<file path="src/rtl/boot_status_ctrl.sv">
// Bootloader housekeeping: status LED drivers on a shared PWM ramp, USB SOF
// watchdog, and a sticky boot-request FSM that drives the warm-boot primitive.
module boot_status_ctrl #(
  parameter int unsigned CLK_HZ        = 48000000,
  parameter int unsigned TICK_HZ       = 1000,
  parameter int unsigned NUM_LEDS      = 1,
  parameter int unsigned PWM_BITS      = 8,
  parameter int unsigned BLINK_TICKS   = 250,
  parameter int unsigned TIMEOUT_TICKS = 700,
  parameter int unsigned DRAIN_TICKS   = 10
) (
  input  logic                  clk,
  input  logic                  reset,
  input  logic                  sof_valid,
  input  logic                  boot_req,
  input  logic [2*NUM_LEDS-1:0] led_mode,
  output logic [NUM_LEDS-1:0]   led,
  output logic                  host_present,
  output logic                  host_timeout,
  output logic                  boot,
  output logic [1:0]            boot_cause
);

  localparam int unsigned DIV     = CLK_HZ / TICK_HZ;
  localparam int unsigned PRESC_W = $clog2(DIV);
  localparam int unsigned BLINK_W = $clog2(BLINK_TICKS + 1);
  localparam int unsigned WD_W    = $clog2(TIMEOUT_TICKS + 1);
  localparam int unsigned DRAIN_W = $clog2(DRAIN_TICKS + 1);

  localparam logic [PWM_BITS-1:0] PWM_MAX = '1;

  localparam logic [1:0] ST_ACTIVE = 2'd0;
  localparam logic [1:0] ST_DRAIN  = 2'd1;
  localparam logic [1:0] ST_BOOT   = 2'd2;

  localparam logic [1:0] CAUSE_TIMEOUT = 2'b01;
  localparam logic [1:0] CAUSE_USER    = 2'b10;

  logic [PRESC_W-1:0]  presc;
  logic [PWM_BITS-1:0] pwm_cnt;
  logic [PWM_BITS-1:0] level;
  logic                dir_up;
  logic [BLINK_W-1:0]  blink_cnt;
  logic                blink_state;
  logic [WD_W-1:0]     wd_cnt;
  logic [DRAIN_W-1:0]  drain_cnt;
  logic [1:0]          state;
  logic [1:0]          state_next;

  logic tick_c;
  logic sof_accept_c;
  logic timeout_hit_c;
  logic drain_start_c;
  logic cause_timeout_c;

  assign tick_c        = (presc == PRESC_W'(DIV - 1));
  // SOFs stop mattering once the watchdog has fired.
  assign sof_accept_c  = sof_valid && !host_timeout;
  // The tick that carries wd_cnt onto TIMEOUT_TICKS; an SOF in the same cycle wins.
  assign timeout_hit_c = tick_c && !sof_accept_c && !host_timeout &&
                         (wd_cnt == WD_W'(TIMEOUT_TICKS - 1));

  // Tick prescaler: one-cycle tick every DIV cycles.
  always_ff @(posedge clk) begin
    if (!reset) begin
      presc <= '0;
    end else if (tick_c) begin
      presc <= '0;
    end else begin
      presc <= presc + PRESC_W'(1);
    end
  end

  // Free-running PWM comparison counter shared by all channels.
  always_ff @(posedge clk) begin
    if (!reset) begin
      pwm_cnt <= '0;
    end else begin
      pwm_cnt <= pwm_cnt + PWM_BITS'(1);
    end
  end

  // Breathing level: triangle ramp, holding one tick at each extreme.
  always_ff @(posedge clk) begin
    if (!reset) begin
      level  <= '0;
      dir_up <= 1'b1;
    end else if (tick_c) begin
      if (dir_up) begin
        if (level != PWM_MAX) level <= level + PWM_BITS'(1);
        else                  dir_up <= 1'b0;
      end else begin
        if (level != '0) level <= level - PWM_BITS'(1);
        else             dir_up <= 1'b1;
      end
    end
  end

  // Blink half-period counter.
  always_ff @(posedge clk) begin
    if (!reset) begin
      blink_cnt   <= '0;
      blink_state <= 1'b0;
    end else if (tick_c) begin
      if (blink_cnt == BLINK_W'(BLINK_TICKS - 1)) begin
        blink_cnt   <= '0;
        blink_state <= ~blink_state;
      end else begin
        blink_cnt <= blink_cnt + BLINK_W'(1);
      end
    end
  end

  // Per-channel LED drive; everything dark once in BOOT.
  always_ff @(posedge clk) begin
    if (!reset) begin
      led <= '0;
    end else begin
      for (int i = 0; i < int'(NUM_LEDS); i++) begin
        if (state == ST_BOOT) begin
          led[i] <= 1'b0;
        end else begin
          case (led_mode[2*i +: 2])
            2'b00:   led[i] <= 1'b0;
            2'b01:   led[i] <= 1'b1;
            2'b10:   led[i] <= (level > pwm_cnt);
            default: led[i] <= blink_state;
          endcase
        end
      end
    end
  end

  // Host watchdog: ticks since last SOF, saturating; timeout is sticky.
  always_ff @(posedge clk) begin
    if (!reset) begin
      wd_cnt       <= '0;
      host_timeout <= 1'b0;
      host_present <= 1'b0;
    end else begin
      if (sof_accept_c) begin
        wd_cnt <= '0;
      end else if (tick_c && (wd_cnt != WD_W'(TIMEOUT_TICKS))) begin
        wd_cnt <= wd_cnt + WD_W'(1);
      end
      if (timeout_hit_c) begin
        host_timeout <= 1'b1;
        host_present <= 1'b0;
      end else if (sof_accept_c) begin
        host_present <= 1'b1;
      end
    end
  end

  // FSM state register.
  always_ff @(posedge clk) begin
    if (!reset) begin
      state <= ST_ACTIVE;
    end else begin
      state <= state_next;
    end
  end

  // FSM next state; a user request beats a same-cycle timeout.
  always_comb begin
    state_next      = state;
    drain_start_c   = 1'b0;
    cause_timeout_c = 1'b0;
    case (state)
      ST_ACTIVE: begin
        if (boot_req) begin
          state_next    = ST_DRAIN;
          drain_start_c = 1'b1;
        end else if (timeout_hit_c) begin
          state_next      = ST_BOOT;
          cause_timeout_c = 1'b1;
        end
      end
      ST_DRAIN: begin
        if (tick_c && (drain_cnt == DRAIN_W'(DRAIN_TICKS - 1))) begin
          state_next = ST_BOOT;
        end
      end
      ST_BOOT: state_next = ST_BOOT;
      default: state_next = ST_ACTIVE;
    endcase
  end

  // Drain counter: ticks spent waiting for the last USB handshake.
  always_ff @(posedge clk) begin
    if (!reset) begin
      drain_cnt <= '0;
    end else if (drain_start_c) begin
      drain_cnt <= '0;
    end else if ((state == ST_DRAIN) && tick_c) begin
      drain_cnt <= drain_cnt + DRAIN_W'(1);
    end
  end

  // Boot cause is written only on leaving ACTIVE, so it freezes once set.
  always_ff @(posedge clk) begin
    if (!reset) begin
      boot_cause <= 2'b00;
    end else if (drain_start_c) begin
      boot_cause <= CAUSE_USER;
    end else if (cause_timeout_c) begin
      boot_cause <= CAUSE_TIMEOUT;
    end
  end

  // Registered boot command, one cycle behind entering BOOT.
  always_ff @(posedge clk) begin
    if (!reset) begin
      boot <= 1'b0;
    end else begin
      boot <= (state == ST_BOOT);
    end
  end

endmodule

</file>
<file path="config.mk">
export PLATFORM = sky130hd
export DESIGN_NAME = boot_status_ctrl
export DESIGN_NICKNAME = d
export VERILOG_FILES = /design/src/rtl/boot_status_ctrl.sv
export SDC_FILE = /design/constraint.sdc
export NUM_CORES = 1
export LEC_CHECK = 0
export BUFFER_PORTS_ARGS = -buffer_cell sky130_fd_sc_hd__clkbuf_2
export CORE_AREA = 3 3 96 98
export CTS_CLUSTER_DIAMETER = 80
export CTS_CLUSTER_SIZE = 10
export DETAILED_ROUTE_END_ITERATION = 10
export DIE_AREA = 0 0 99 101
export PLACE_DENSITY = 0.67
export RECOVER_POWER = 50
export SYNTH_ARGS = -nofsm -noshare
export SYNTH_HDL_FRONTEND = slang
export SYNTH_SLANG_ARGS = --single-unit
</file>
<file path="constraint.sdc">
create_clock -name clk -period 2 [get_ports clk]
set_clock_uncertainty 0.1 [all_clocks]
set_input_delay 0.1 -clock clk [delete_from_list [all_inputs] [get_ports clk]]
set_output_delay 0.1 -clock clk [all_outputs]
set_load 0.005 [all_outputs]
</file>
==> impl_metrics.py <==
metrics = {
    "run": {
        "cap_violations": 0,
    },
    "floorplan": {
        "ioPinCount": 12,
        "start_util": 0.3927,
        "rows": 34,
        "die_x_um": 99,
        "core-area_um2": 8551,
        "die_h_um": 101,
        "die_area_um2": 9999,
    },
    "yosys": {
        "synth_compound_area_frac": 0.09426,
        "yosysWarnings": 0,
        "synthAdderAreaFrac": 0.1028,
        "synth_area_per_cell_um2": 8.814,
        "yosys.area_share.xor_xnor": 0.09650,
        "synth-simple-area-share": 0.2656,
        "synth.mux.area_fraction": 0.02422,
        "ys_seq_elements": 64,
        "syn_inst": 381,
        "syn_nets": 414,
        "seq_area_frac_synth": 0.3815,
        "synth-edff-count": 0,
        "yosys_most_used_dff": "dfxtp_1",
        "synthDistinctLibCells": 48,
        "synth_top_family_by_area": "simple AND/OR/NAND/NOR gates",
        "syn-cell-area_um2": 3358,
        "async_flop_share": 0,
    },
    "sta": {
        "period_share": 0.9604,
        "slew_headroom": 0.4315,
        "max_freq_ghz": 0.5206,
        "finalHoldViolCount": 0,
        "report.final.setup_viol": 0,
        "worstMarginPinSlew_ns": 0.8527,
        "hold_ws_ns": 0.1219,
        "drv_slew": 0,
        "worst_slack_ns": 0.07925,
        "period_minus_slack_ns": 1.921,
    },
    "clock_network": {
        "htreeDepth": 3,
        "cts_inserted_buffers": 9,
        "clk_pin_slew_ns": 0.07,
        "insertion_delay_ns": 0.34,
        "clockBufferDepth": 2,
        "clock_sinks": 64,
        "cts_tree": "built",
        "root_buffer": "clkbuf_8",
    },
    "grt": {
        "grt_overflow": 0,
        "antenna_found_initial": 0,
        "grt_pass1_wl_mm": 11.03,
        "track_usage": 0.1336,
        "gr-usage-met1": 0.1674,
        "grt_pass1_vias": 2592,
        "met3_usage": 0.02976,
        "grt_max_degree": 24,
        "use_met2": 0.2206,
        "grt-busiest-layer": "met2",
    },
    "finish": {
        "final_common_cell": "dfxtp_1",
        "nets": 457,
        "layout_common_cells": "dfxtp_1, nor2_1, nand3_1, buf_4, nand2_1",
        "drive_gt1_frac": 0.1752,
        "area_growth_syn_to_layout_pct": 19.86,
        "final_util": 0.4707,
        "diodes": 0,
        "nFillCells": 813,
    },
    "status": {
        "status": "complete, no violations",
    },
    "drt": {
        "drt_iter0_drc": 87,
        "ant_nets": 0,
        "wl_per_cell_um": 11.94,
        "num_vias": 2712,
        "drt-pass1-iter-count": 4,
        "drc": 0,
        "totalWireLength_mm": 6.402,
        "vias_per_cell": 5.060,
    },
    "setup_path": {
        "rr_startpoint": "presc[7]$_SDFF_PP0_",
        "path_class": "reg -> reg",
        "crit_fanout": 11,
        "crit_path_start": "presc[7]$_SDFF_PP0_",
        "endpoint_kind": "register",
        "cp_data_arrival_time_ns": 2.09,
        "required_ns": 2.17,
        "critPathLaunchType": "register",
    },
    "placed_design": {
        "place_congestion": 0.7958,
        "io_buffers": 11,
        "place_ws_ns": -0.07476,
        "dp_hpwl_mm": 4.705,
    },
    "pwr": {
        "p_per_area_nw_per_um2": 669.6,
        "p_total_uw": 2695,
        "p_leak_uw": 0.001572,
        "ir_drop_mv": 0.4978,
    },
    "worst_hold_path": {
        "min-delay-start": "led_mode[0]",
        "hp-class": "in -> reg",
    },
}
worst max-delay path, stage by stage, from the launching register on:
cell     delay [ns]
dfxtp_2        0.34
nor4b_4        0.28
nand3_2        0.17
or2_4          0.31
buf_4          0.18
nor2_1         0.15
mux2_4         0.18
mux2i_1        0.16
layout make-up:
| cell class | instances | area, um^2 | share of cell area |
|---|---|---|---|
| clock buffers | 11 | 141.4 | 0.03513 |
| clock inverters | 4 | 45.04 | 0.01119 |
| inverters | 19 | 73.82 | 0.01834 |
| multi-input cells | 288 | 2042 | 0.5073 |
| flip-flops and latches | 64 | 1286 | 0.3196 |
| well taps | 108 | 135.1 | 0.03357 |
| repair buffers | 42 | 301.5 | 0.07491 |
worst paths after layout:
kind                            slack (ns)                     to  cells past startpoint
worst max register to register        0.08  level[7]$_SDFFE_PN0P_                      7
worst max-delay path                  0.08  level[7]$_SDFFE_PN0P_                      7
worst min register to register        0.38  pwm_cnt[0]$_SDFF_PN0_                      1
worst min-delay path                  0.12         led$_SDFF_PP0_                      3
registers in the layout (all words and copies together) (netlist names), 2 cells and up:
name and cells:
blink_cnt 8, boot_cause 2, drain_cnt 4, level 8, presc 16, pwm_cnt 8
state 2, wd_cnt 10
metrics by stage:
stage	instance area, um^2	cells	setup TNS [ns]
after floorplan	3358	381	0
after global placement	3710	516	0
after detailed placement	3710	516	-0.1002
after CTS	3940	534	0
after global routing	4025	536	-0.04679
final	4025	536	0
where the power goes:
group	internal [uW]	total, uW	switching [uW]	leakage (uW)
registers	1320	1350	34.7	0.000519
logic	116	274	158	0.000954
clock network	597	1070	473	0.0000989
kinds of logic (layout without fill, tap and decap cells):
group / Yosys count / in the layout
compound gates: 50 / 50
simple gates: 166 / 166
buf+inv: 29 / 76
fa+ha+maj: 27 / 27
xor+xnor: 37 / 37
mux: 8 / 8
flops: 64 / 64
what timing repair did:
item | CTS | global route
hold endpoints to repair | 1 | 0
hold buffers | 1 | 0
setup endpoints to repair | 4 | 13
buffers inserted | 2 | 2
pin swaps | 5 | 10
gates resized for setup | 2 | 23
cells in the mapped netlist, types with 4 or more instances:
master / count / area, um^2
dfxtp_1: 64 / 1281
nor2_1: 36 / 135.1
ha_1: 26 / 325.3
nand2_1: 26 / 97.59
nand3_1: 26 / 130.1
inv_1: 19 / 71.32
xor2_1: 19 / 166.4
xnor2_1: 18 / 157.7
a21oi_1: 17 / 85.08
o21ai_0: 15 / 75.07
and2_1: 14 / 87.58
nor2b_1: 11 / 68.82
nand4_1: 10 / 62.56
and3_1: 8 / 50.05
nor3_1: 8 / 40.04
clkbuf_1: 7 / 26.28
mux2i_1: 7 / 70.07
or3_1: 6 / 37.54
nor4_1: 4 / 25.02
routing by layer:
layer / vias to the layer above / wire length [um]
met5: - / 0
met4: 0 / 117
met3: 12 / 158
met2: 35 / 3040
met1: 1257 / 3085
li1: 1408 / -
(Power assumes the default switching activity.)
